$ cat config.mk
export PLATFORM = sky130hd
export DESIGN_NAME = midi_voice_allocator
export DESIGN_NICKNAME = d
export VERILOG_FILES = /design/src/rtl/midi_voice_allocator.sv
export SDC_FILE = /design/constraint.sdc
export NUM_CORES = 1
export LEC_CHECK = 0
export ABC_AREA = 1
export CORE_MARGIN = 2
export CORE_UTILIZATION = 53
export DETAILED_ROUTE_END_ITERATION = 12
export MAX_ROUTING_LAYER = met4
export PLACE_DENSITY = 0.77
export SKIP_CTS_REPAIR_TIMING = 1
export SYNTH_ARGS = -nofsm -noshare
export SYNTH_HDL_FRONTEND = slang
export SYNTH_SLANG_ARGS = --single-unit
$ cat constraint.sdc
create_clock -name clk -period 2.67 [get_ports clk]
set_clock_uncertainty 0.05 [all_clocks]
set_input_delay 0.534 -clock clk [delete_from_list [all_inputs] [get_ports clk]]
set_output_delay 0.534 -clock clk [all_outputs]
set_load 0.005 [all_outputs]
$ cat src/rtl/midi_voice_allocator.sv
// MIDI voice allocator: maps note/controller messages onto voice slots
// with retrigger, release-aware allocation, stealing, sustain and all-off.
module midi_voice_allocator #(
    parameter int          NUM_VOICES   = 4,
    parameter int          ADDR_W       = 2,
    parameter logic [15:0] CHANNEL_MASK = 16'hFFFF,
    parameter int          AGE_W        = 8
) (
    input  logic                  clk,
    input  logic                  reset,
    input  logic                  new_msg,
    input  logic [23:0]           msg,
    input  logic [NUM_VOICES-1:0] voice_busy,
    output logic                  voice_wr_en,
    output logic [ADDR_W-1:0]     voice_wr_addr,
    output logic [6:0]            voice_note,
    output logic [6:0]            voice_vel,
    output logic                  voice_gate,
    output logic [NUM_VOICES-1:0] voices_active,
    output logic                  sustain_active,
    output logic                  busy,
    output logic                  dropped_msg
);
    typedef enum logic [2:0] {
        S_IDLE, S_DECODE, S_SCAN, S_WRITE, S_RELEASE
    } state_t;

    typedef enum logic [2:0] {
        EV_NONE, EV_ON, EV_OFF, EV_SUS_ON, EV_SUS_OFF, EV_ALL_OFF
    } ev_t;

    localparam logic [ADDR_W-1:0] LAST = ADDR_W'(NUM_VOICES - 1);

    state_t r_state, w_next;
    ev_t    r_ev, w_ev;

    logic [6:0]            r_note, r_vel;
    logic [ADDR_W-1:0]     r_idx;
    logic [NUM_VOICES-1:0] r_active, r_sus;
    logic [6:0]            r_tab_note [NUM_VOICES];
    logic [AGE_W-1:0]      r_age      [NUM_VOICES];
    logic                  r_sustain;

    logic              r_hit_f, r_free_f, r_rel_f, r_old_f;
    logic [ADDR_W-1:0] r_hit_i, r_free_i, r_rel_i, r_old_i;
    logic [AGE_W-1:0]  r_rel_age, r_old_age;

    logic              w_hit_f, w_free_f, w_rel_f, w_old_f;
    logic [ADDR_W-1:0] w_hit_i, w_free_i, w_rel_i, w_old_i;
    logic [AGE_W-1:0]  w_rel_age, w_old_age;

    logic              w_last, w_match, w_rel_hit;
    logic [ADDR_W-1:0] w_sel;

    assign w_last         = (r_idx == LAST);
    assign voices_active  = r_active;
    assign sustain_active = r_sustain;
    assign busy           = (r_state != S_IDLE);
    assign dropped_msg    = new_msg && busy;

    always_comb begin
        w_ev = EV_NONE;
        if (CHANNEL_MASK[msg[19:16]]) begin
            case (msg[23:20])
                4'h9: w_ev = (msg[7:0] != 8'd0) ? EV_ON : EV_OFF;
                4'h8: w_ev = EV_OFF;
                4'hB: begin
                    if (msg[15:8] == 8'd64)
                        w_ev = (msg[7:0] >= 8'd64) ? EV_SUS_ON : EV_SUS_OFF;
                    else if (msg[15:8] == 8'd123)
                        w_ev = EV_ALL_OFF;
                end
                default: w_ev = EV_NONE;
            endcase
        end
    end

    // Candidate trackers fold in the slot visited this SCAN cycle.
    always_comb begin
        w_hit_f   = r_hit_f;
        w_hit_i   = r_hit_i;
        w_free_f  = r_free_f;
        w_free_i  = r_free_i;
        w_rel_f   = r_rel_f;
        w_rel_i   = r_rel_i;
        w_rel_age = r_rel_age;
        w_old_f   = r_old_f;
        w_old_i   = r_old_i;
        w_old_age = r_old_age;
        w_match   = r_active[r_idx]
                 && (r_tab_note[r_idx] == r_note)
                 && ((r_ev == EV_ON) || !r_sus[r_idx]);
        if (w_match && !r_hit_f) begin
            w_hit_f = 1'b1;
            w_hit_i = r_idx;
        end
        if (!r_active[r_idx] && !voice_busy[r_idx] && !r_free_f) begin
            w_free_f = 1'b1;
            w_free_i = r_idx;
        end
        if (!r_active[r_idx] && voice_busy[r_idx]
            && (!r_rel_f || (r_age[r_idx] > r_rel_age))) begin
            w_rel_f   = 1'b1;
            w_rel_i   = r_idx;
            w_rel_age = r_age[r_idx];
        end
        if (r_active[r_idx]
            && (!r_old_f || (r_age[r_idx] > r_old_age))) begin
            w_old_f   = 1'b1;
            w_old_i   = r_idx;
            w_old_age = r_age[r_idx];
        end
    end

    always_comb begin
        w_sel = r_old_i;
        if (r_hit_f)       w_sel = r_hit_i;
        else if (r_free_f) w_sel = r_free_i;
        else if (r_rel_f)  w_sel = r_rel_i;
    end

    always_ff @(posedge clk) begin
        if (reset) r_state <= S_IDLE;
        else       r_state <= w_next;
    end

    always_comb begin
        w_next        = r_state;
        voice_wr_en   = 1'b0;
        voice_wr_addr = '0;
        voice_note    = '0;
        voice_vel     = '0;
        voice_gate    = 1'b0;
        w_rel_hit     = 1'b0;
        unique case (r_state)
            S_IDLE: begin
                if (new_msg && (w_ev != EV_NONE)) w_next = S_DECODE;
            end
            S_DECODE: begin
                case (r_ev)
                    EV_SUS_ON:  w_next = S_IDLE;
                    EV_SUS_OFF: w_next = S_RELEASE;
                    EV_ALL_OFF: w_next = S_RELEASE;
                    default:    w_next = S_SCAN;
                endcase
            end
            S_SCAN: begin
                if (w_last) begin
                    if (r_ev == EV_ON)            w_next = S_WRITE;
                    else if (w_hit_f && !r_sustain) w_next = S_WRITE;
                    else                          w_next = S_IDLE;
                end
            end
            S_WRITE: begin
                w_next        = S_IDLE;
                voice_wr_en   = 1'b1;
                voice_wr_addr = w_sel;
                voice_note    = r_note;
                voice_vel     = (r_ev == EV_ON) ? r_vel : 7'd0;
                voice_gate    = (r_ev == EV_ON);
            end
            S_RELEASE: begin
                w_rel_hit = (r_ev == EV_ALL_OFF) ? r_active[r_idx]
                                                 : r_sus[r_idx];
                if (w_rel_hit) begin
                    voice_wr_en   = 1'b1;
                    voice_wr_addr = r_idx;
                    voice_note    = r_tab_note[r_idx];
                end
                if (w_last) w_next = S_IDLE;
            end
            default: w_next = S_IDLE;
        endcase
    end

    always_ff @(posedge clk) begin
        if (reset) begin
            r_ev      <= EV_NONE;
            r_note    <= '0;
            r_vel     <= '0;
            r_idx     <= '0;
            r_active  <= '0;
            r_sus     <= '0;
            r_sustain <= 1'b0;
            r_hit_f   <= 1'b0;
            r_free_f  <= 1'b0;
            r_rel_f   <= 1'b0;
            r_old_f   <= 1'b0;
            r_hit_i   <= '0;
            r_free_i  <= '0;
            r_rel_i   <= '0;
            r_old_i   <= '0;
            r_rel_age <= '0;
            r_old_age <= '0;
            for (int i = 0; i < NUM_VOICES; i++) begin
                r_tab_note[i] <= '0;
                r_age[i]      <= '0;
            end
        end else begin
            unique case (r_state)
                S_IDLE: begin
                    if (new_msg) begin
                        r_ev   <= w_ev;
                        r_note <= msg[14:8];
                        r_vel  <= msg[6:0];
                    end
                end
                S_DECODE: begin
                    r_idx    <= '0;
                    r_hit_f  <= 1'b0;
                    r_free_f <= 1'b0;
                    r_rel_f  <= 1'b0;
                    r_old_f  <= 1'b0;
                    if (r_ev == EV_SUS_ON)  r_sustain <= 1'b1;
                    if (r_ev == EV_SUS_OFF) r_sustain <= 1'b0;
                end
                S_SCAN: begin
                    r_idx     <= r_idx + ADDR_W'(1);
                    r_hit_f   <= w_hit_f;
                    r_hit_i   <= w_hit_i;
                    r_free_f  <= w_free_f;
                    r_free_i  <= w_free_i;
                    r_rel_f   <= w_rel_f;
                    r_rel_i   <= w_rel_i;
                    r_rel_age <= w_rel_age;
                    r_old_f   <= w_old_f;
                    r_old_i   <= w_old_i;
                    r_old_age <= w_old_age;
                    // Pedal held: key-up only marks the slot sustained.
                    if (w_last && (r_ev == EV_OFF) && w_hit_f && r_sustain)
                        r_sus[w_hit_i] <= 1'b1;
                end
                S_WRITE: begin
                    if (r_ev == EV_ON) begin
                        r_active[w_sel]   <= 1'b1;
                        r_sus[w_sel]      <= 1'b0;
                        r_tab_note[w_sel] <= r_note;
                        for (int i = 0; i < NUM_VOICES; i++) begin
                            if (ADDR_W'(i) == w_sel)
                                r_age[i] <= '0;
                            else if (r_age[i] != '1)
                                r_age[i] <= r_age[i] + AGE_W'(1);
                        end
                    end else begin
                        r_active[w_sel] <= 1'b0;
                    end
                end
                S_RELEASE: begin
                    r_idx <= r_idx + ADDR_W'(1);
                    if (w_rel_hit) r_active[r_idx] <= 1'b0;
                    if (w_rel_hit || (r_ev == EV_ALL_OFF))
                        r_sus[r_idx] <= 1'b0;
                end
                default: ;
            endcase
        end
    end
endmodule

==> summary.md, run 1 <==
| Metric | Value |
|---|---|
| Diode count | 0 |
| Yosys warns | 0 |
| Core box area | 12100 µm² |
| Final setup vio count | 0 |
| Crit-path cells | inv_1 > nor3_4 > clkinv_4 > nor2_4 > buf_4 > clkdlybuf4s50_1 |
| Maximum VDD drop | 0.482 mV |
| Largest net degree at the start of global routing | 33 |
| Iter 0 DRT Violations | 385 |
| Final-layout fill cell count | 1004 |
| NumNets Final | 1010 |
| Initial antenna violation count | 0 |
| Synth Flop Type | dfxtp_1 |
| Num CTS Buffers | 17 |
| CTS tree | done |
| Die W | 116 µm |
| Clk Tree Root Cell | clkbuf_16 |
| Crit path launch type | register |
| Fin crit period | 2530 ps |
| Area of the mapped netlist | 6630 µm² |
| Worst slew margin | 0.689 |
| CTS sink cnt | 121 |
| CP Max Fanout | 4 |
| Wire per inst | 13.9 µm |
| CP required | 2090 ps |
| Pleak | 0.00362 µW |
| Seq/Total Area, Yosys | 0.456 |
| Cells after Synth | 864 |
| Hold slack | 401 ps |
| Async SR Flop Fraction | 0 |
| Maxcap violations | 0 |
| Number of synthesized flops with an enable pin | 60 |
| P per Cell Area | 570 nW/µm² |
| Syn Area/Cell | 7.68 µm² |
| Routed Wire Length | 15.8 mm |
| Die area | 13400 µm² |
| Residual DRC | 0 |
| Maximum root-to-sink buffer count | 2 |
| Slowest CP cell | clkdlybuf4s50_1 |
| Post-layout util | 0.684 |
| Delay of the slowest critical-path stage | 490 ps |
| Syn-to-layout area delta | 24.9% |
| Slew @ Worst Pin | 464 ps |
| Arrival @ worst endpoint | 1950 ps |
| Fin. Hold Viols | 0 |
| Yosys cell types | 39 |
| First-pass GRT wire length | 26.5 mm |
| Cell taking the most area after synthesis | edfxtp_1 |
| Number of global-route vias before repair | 5816 |
| Status | finished clean |
| Top-level I/O count | 56 |
| HP Class | register to register |
| Mapped Nets | 919 |
| H-tree level count | 4 |
| FP Rows | 40 |
| Pre-antenna DRT Iters | 5 |
| Post-route antenna net violation count | 0 |
| Starting density of the core | 0.548 |
| Die Y | 116 µm |
| Yosys top cell area share | 0.272 |
| Total GRT Usage | 0.262 |
| Fin crit share | 0.948 |
| Port buffer count | 51 |
| Yosys reg bits | 121 |
| Clk_lat worst skew | 420 ps |
| Layout cell share with drive strength beyond 1 | 0.117 |
| CP Capture Type | output port |
| RSZ-0062 raised after global routing | no |
| Clock slew at reported path FFs | 50 ps |
| Final Total Pwr | 4720 µW |
| Hpwl dp | 11.5 mm |
| Via total after detailed routing | 6040 |
| Routability Congestion | 0.923 |
| F_max | 395 MHz |
| Total global routing overflow | 0 |
| Vias/cell | 5.32 |
| Setup CP Type | register to output port |
| Max Transition Viols Final | 0 |
| Top cells by area, synth | edfxtp_1, dfxtp_1, nand2_1 |
## cell usage in the layout (no fill, tap or decap), drive strengths merged, types with 24 or more instances in the layout
| cell type | synthesis | layout |
|---|---|---|
| edfxtp | 60 | 60 |
| ha | 24 | 24 |
| a21oi | 67 | 67 |
| buf | 11 | 45 |
| inv | 115 | 114 |
| clkdlybuf4s50 | 0 | 34 |
| o21ai | 64 | 64 |
| nand2 | 168 | 168 |
| nand3 | 60 | 60 |
| dfxtp | 61 | 61 |
| nor2 | 134 | 134 |
## logic make-up (layout without fill, tap and decap cells)
kind of cell / Yosys count / in the layout / synth area share
AOI/OAI and AO/OA: 169 / 169 / 0.141
DFF: 121 / 121 / 0.456
buffers and inverters: 141 / 245 / 0.0849
and+or+nand+nor: 401 / 401 / 0.262
xor gates and xnor gates: 8 / 8 / 0.0106
adders and majority gates: 24 / 24 / 0.0453
## layout make-up
class / count / area, µm² / area share
repair buffers: 96 / 895 / 0.108
clock inverters: 13 / 153 / 0.0184
well taps: 168 / 210 / 0.0254
multi-input cells: 602 / 3100 / 0.374
clock buffers: 19 / 443 / 0.0535
flip-flops and latches: 121 / 3030 / 0.366
inverters: 117 / 452 / 0.0545
## layer usage
metal  track usage  wire, µm  part of all wire  vias to the layer above
met5             -         0                 0                        -
met3        0.0601       953             0.060                       56
met1         0.314      7010              0.44                     2712
met2         0.419      7290              0.46                      188
li1              -         -                 -                     3084
met4         0.128       580             0.037                        0
## power breakdown
group | switching (µW) | internal, µW
logic | 227 | 146
registers | 42.5 | 2010
clock network | 819 | 1480
## cell usage after synthesis (3+ instances only)
| cell | number |
|---|---|
| a211oi_1 | 14 |
| dfxtp_1 | 61 |
| nand4_1 | 14 |
| nand2_2 | 3 |
| xnor2_1 | 3 |
| inv_1 | 106 |
| nor2_1 | 129 |
| nor2_2 | 3 |
| o21ai_0 | 57 |
| buf_2 | 6 |
| inv_2 | 9 |
| nand3b_1 | 4 |
| xor2_1 | 5 |
| nor3b_1 | 7 |
| a21oi_1 | 67 |
| nor3_1 | 7 |
| o22ai_1 | 16 |
| nand3_1 | 60 |
| nand2_1 | 164 |
| ha_1 | 24 |
| o21ai_1 | 5 |
| buf_4 | 3 |
| clkbuf_1 | 13 |
| edfxtp_1 | 60 |
## critical path: cells and delay by family, from the launching register on
family        cells  cell delay [ps]
flops             1              350
simple gates      2              370
buf+inv           4              810
## stage by stage
step	instance area, µm²	instances	setup WS (ps)	TNS (ps)
floorplan	6630	864	110	0
global placement	7540	1100	124	0
detailed placement	7540	1100	75.8	0
CTS	8130	1132	-309	-2750
global route	8290	1136	5.13	0
finish	8290	1136	139	0
## state kept, by name (all words and copies together), names as in the netlist, 3 cells and up, named ones only
register    flops
r_tab_note     28
r_ev            3
r_old_age       8
r_age          32
r_vel           7
r_state         3
r_note          7
r_sus           4
r_rel_age       8
## path summary, 6_finish.rpt
check / start / end / slack (ps) / cells past startpoint
setup / recovery: r_state[1] / voice_gate / 140 / 6
hold reg to reg: r_vel[2] / r_vel[2] / 400 / 2
setup reg to reg: register / r_old_age[4] / 180 / 12
hold / removal: r_vel[2] / r_vel[2] / 400 / 2
(Power assumes the default switching activity.)
==> run 2: changes to the inputs <==
- CAP_MARGIN: unset -> 0
==> results of run 2 <==
Same layout as run 1: the final DEF is identical, and so are final timing and power.
==> run 3: changes to the inputs <==
- CORE_UTILIZATION: 53 -> 55
- PLACE_DENSITY: 0.77 -> 0.76
- clock period: 2.67 -> 2.5 ns (I/O delays scaled with it)
==> run 3 against run 2 <==
Against the previous run:
- the run now ends with setup timing left
- sequential cell count stayed put
- clock-buffer cell count decreased by 1
- sequential power up 7%
==> summary.md, run 3 (synthesis gave the netlist of run 1 again) <==
| Metric | Value |
|---|---|
| Hpwl dp | 11.5 mm |
| Slew @ Worst Pin | 493 ps |
| Clock Power Share | 0.501 |
| Routed Wire Length | 17.2 mm |
| Flop pwr share | 0.411 |
| Fin crit share | 1.03 |
| Iter 0 DRT Violations | 456 |
| NumNets Final | 1023 |
| CP Max Fanout | 12 |
| Wire per inst | 15.3 µm |
| Port buffer count | 51 |
| Commonest non-fill, non-tap cell in the layout | nand2_1 |
| Routability Congestion | 0.879 |
| Clk Tree Root Cell | clkbuf_16 |
| Die area | 13000 µm² |
| Core box area | 11900 µm² |
| Setup WS post-layout | -71.9 ps |
| FP Rows | 40 |
| Worst slew margin | 0.669 |
| Largest net degree at the start of global routing | 33 |
| RSZ-0062 raised after global routing | yes |
| Maximum VDD drop | 0.550 mV |
| Post-Route Setup TNS | -381 ps |
| Number of global-route vias before repair | 5793 |
| HP Class | register to register |
| Reg2Reg Depth | 14 |
| Residual DRC | 0 |
| Combinational Power Share | 0.088 |
| Clock slew at reported path FFs | 60 ps |
| Total global routing overflow | 0 |
| Crit. Startpoint | r_state[0] |
| Switching Share | 0.233 |
| Vias/cell | 5.49 |
| CP Capture Type | output port |
| Fin. Hold Viols | 0 |
| Pre-antenna DRT Iters | 6 |
| Cell area after layout | 8830 µm² |
| Final setup vio count | 12 |
| Failing checks | setup timing |
| Top-level I/O count | 56 |
| Starting density of the core | 0.557 |
| Switching power | 1240 µW |
| Layout cell share with drive strength beyond 1 | 0.188 |
| Met2 GRT Util | 0.452 |
| CTS tree | done |
| Num CTS Buffers | 17 |
| Met3 Track Usage GR | 0.0654 |
| H-tree level count | 4 |
| Max Transition Viols Final | 0 |
| Total GRT Usage | 0.272 |
| Hold wc startpoint | r_vel[4] |
| CP required | 1950 ps |
| GR Layer Usage met1 | 0.321 |
| Maxcap violations | 0 |
| Non-Filler Instances | 1128 |
| Arrival @ worst endpoint | 2020 ps |
| Clk_lat worst skew | 430 ps |
| Top flop regs | r_age x32, r_tab_note x28 |
| Syn-to-layout area delta | 33.1% |
| Maximum root-to-sink buffer count | 2 |
| Post-route antenna net violation count | 0 |
| CTS sink cnt | 121 |
| Cells after DPL | 1090 |
| Fin crit period | 2570 ps |
| First-pass GRT wire length | 26.8 mm |
| Diode count | 0 |
| Die W | 114 µm |
| Crit path launch type | register |
| Die Y | 114 µm |
| F_max | 389 MHz |
| Most frequent cells in the layout | nand2_1, nor2_1, inv_1 |
| Via total after detailed routing | 6195 |
| P per Cell Area | 604 nW/µm² |
| Setup CP Type | register to output port |
| Placed cell area | 7590 µm² |
| Initial antenna violation count | 0 |
| Global route hottest layer | met2 |
| Status | finished with violations |
| Largest register FFs | 32 |
| Hold-critical path depth | 2 |
| Int Pwr | 4090 µW |
| Pleak | 0.00364 µW |
| Biggest register | r_age |
==> run 3: critical path, stage by stage (launching register included) <==
cell and delay, ps:
dfxtp_2 350, inv_2 60, nor3_4 190, inv_4 120, nor2_4 110, inv_2 110
nor2_1 130, clkdlybuf4s50_1 520
==> run 3: power groups by stage <==
| stage | logic, µW | registers [µW] | clock network, µW |
|---|---|---|---|
| after floorplan | 247 | 2220 | 0 |
| after global placement | 393 | 2220 | 0 |
| after detailed placement | 399 | 2230 | 0 |
| after CTS | 403 | 2190 | 2680 |
| after global routing | 525 | 2200 | 2780 |
| final | 470 | 2190 | 2670 |
==> run 3: final timing paths <==
path / endpoint / slack (ps)
setup reg to reg: r_rel_age[5] / -30
hold reg to reg: r_vel[4] / 400
setup / recovery: voice_vel[6] / -70
hold / removal: r_vel[4] / 400
==> run 3: metrics by stage <==
step / hold WS, ps / power, µW / setup WS, ps / util
final: 405 / 5330 / -71.9 / 0.741
after global routing: 422 / 5500 / -183 / 0.741
after floorplan: 374 / 2460 / 37.6 / -
after detailed placement: 394 / 2630 / -55.6 / 0.638
after CTS: 403 / 5270 / -429 / 0.691
after global placement: 390 / 2620 / 17.3 / 0.638
==> run 3: routing by layer <==
layer / vias to the layer above / part of all wire
met4: 0 / 0.033
met1: 2879 / 0.42
li1: 3101 / -
met3: 43 / 0.046
met5: - / 0
met2: 172 / 0.50
==> run 3: final cells by class <==
type / count / area [µm²]
clock buffers: 18 / 429
inverters: 117 / 457
multi-input cells: 602 / 3460
well taps: 147 / 184
repair buffers: 109 / 1050
fillers: 875 / 3080
clock inverters: 14 / 204
flip-flops and latches: 121 / 3040
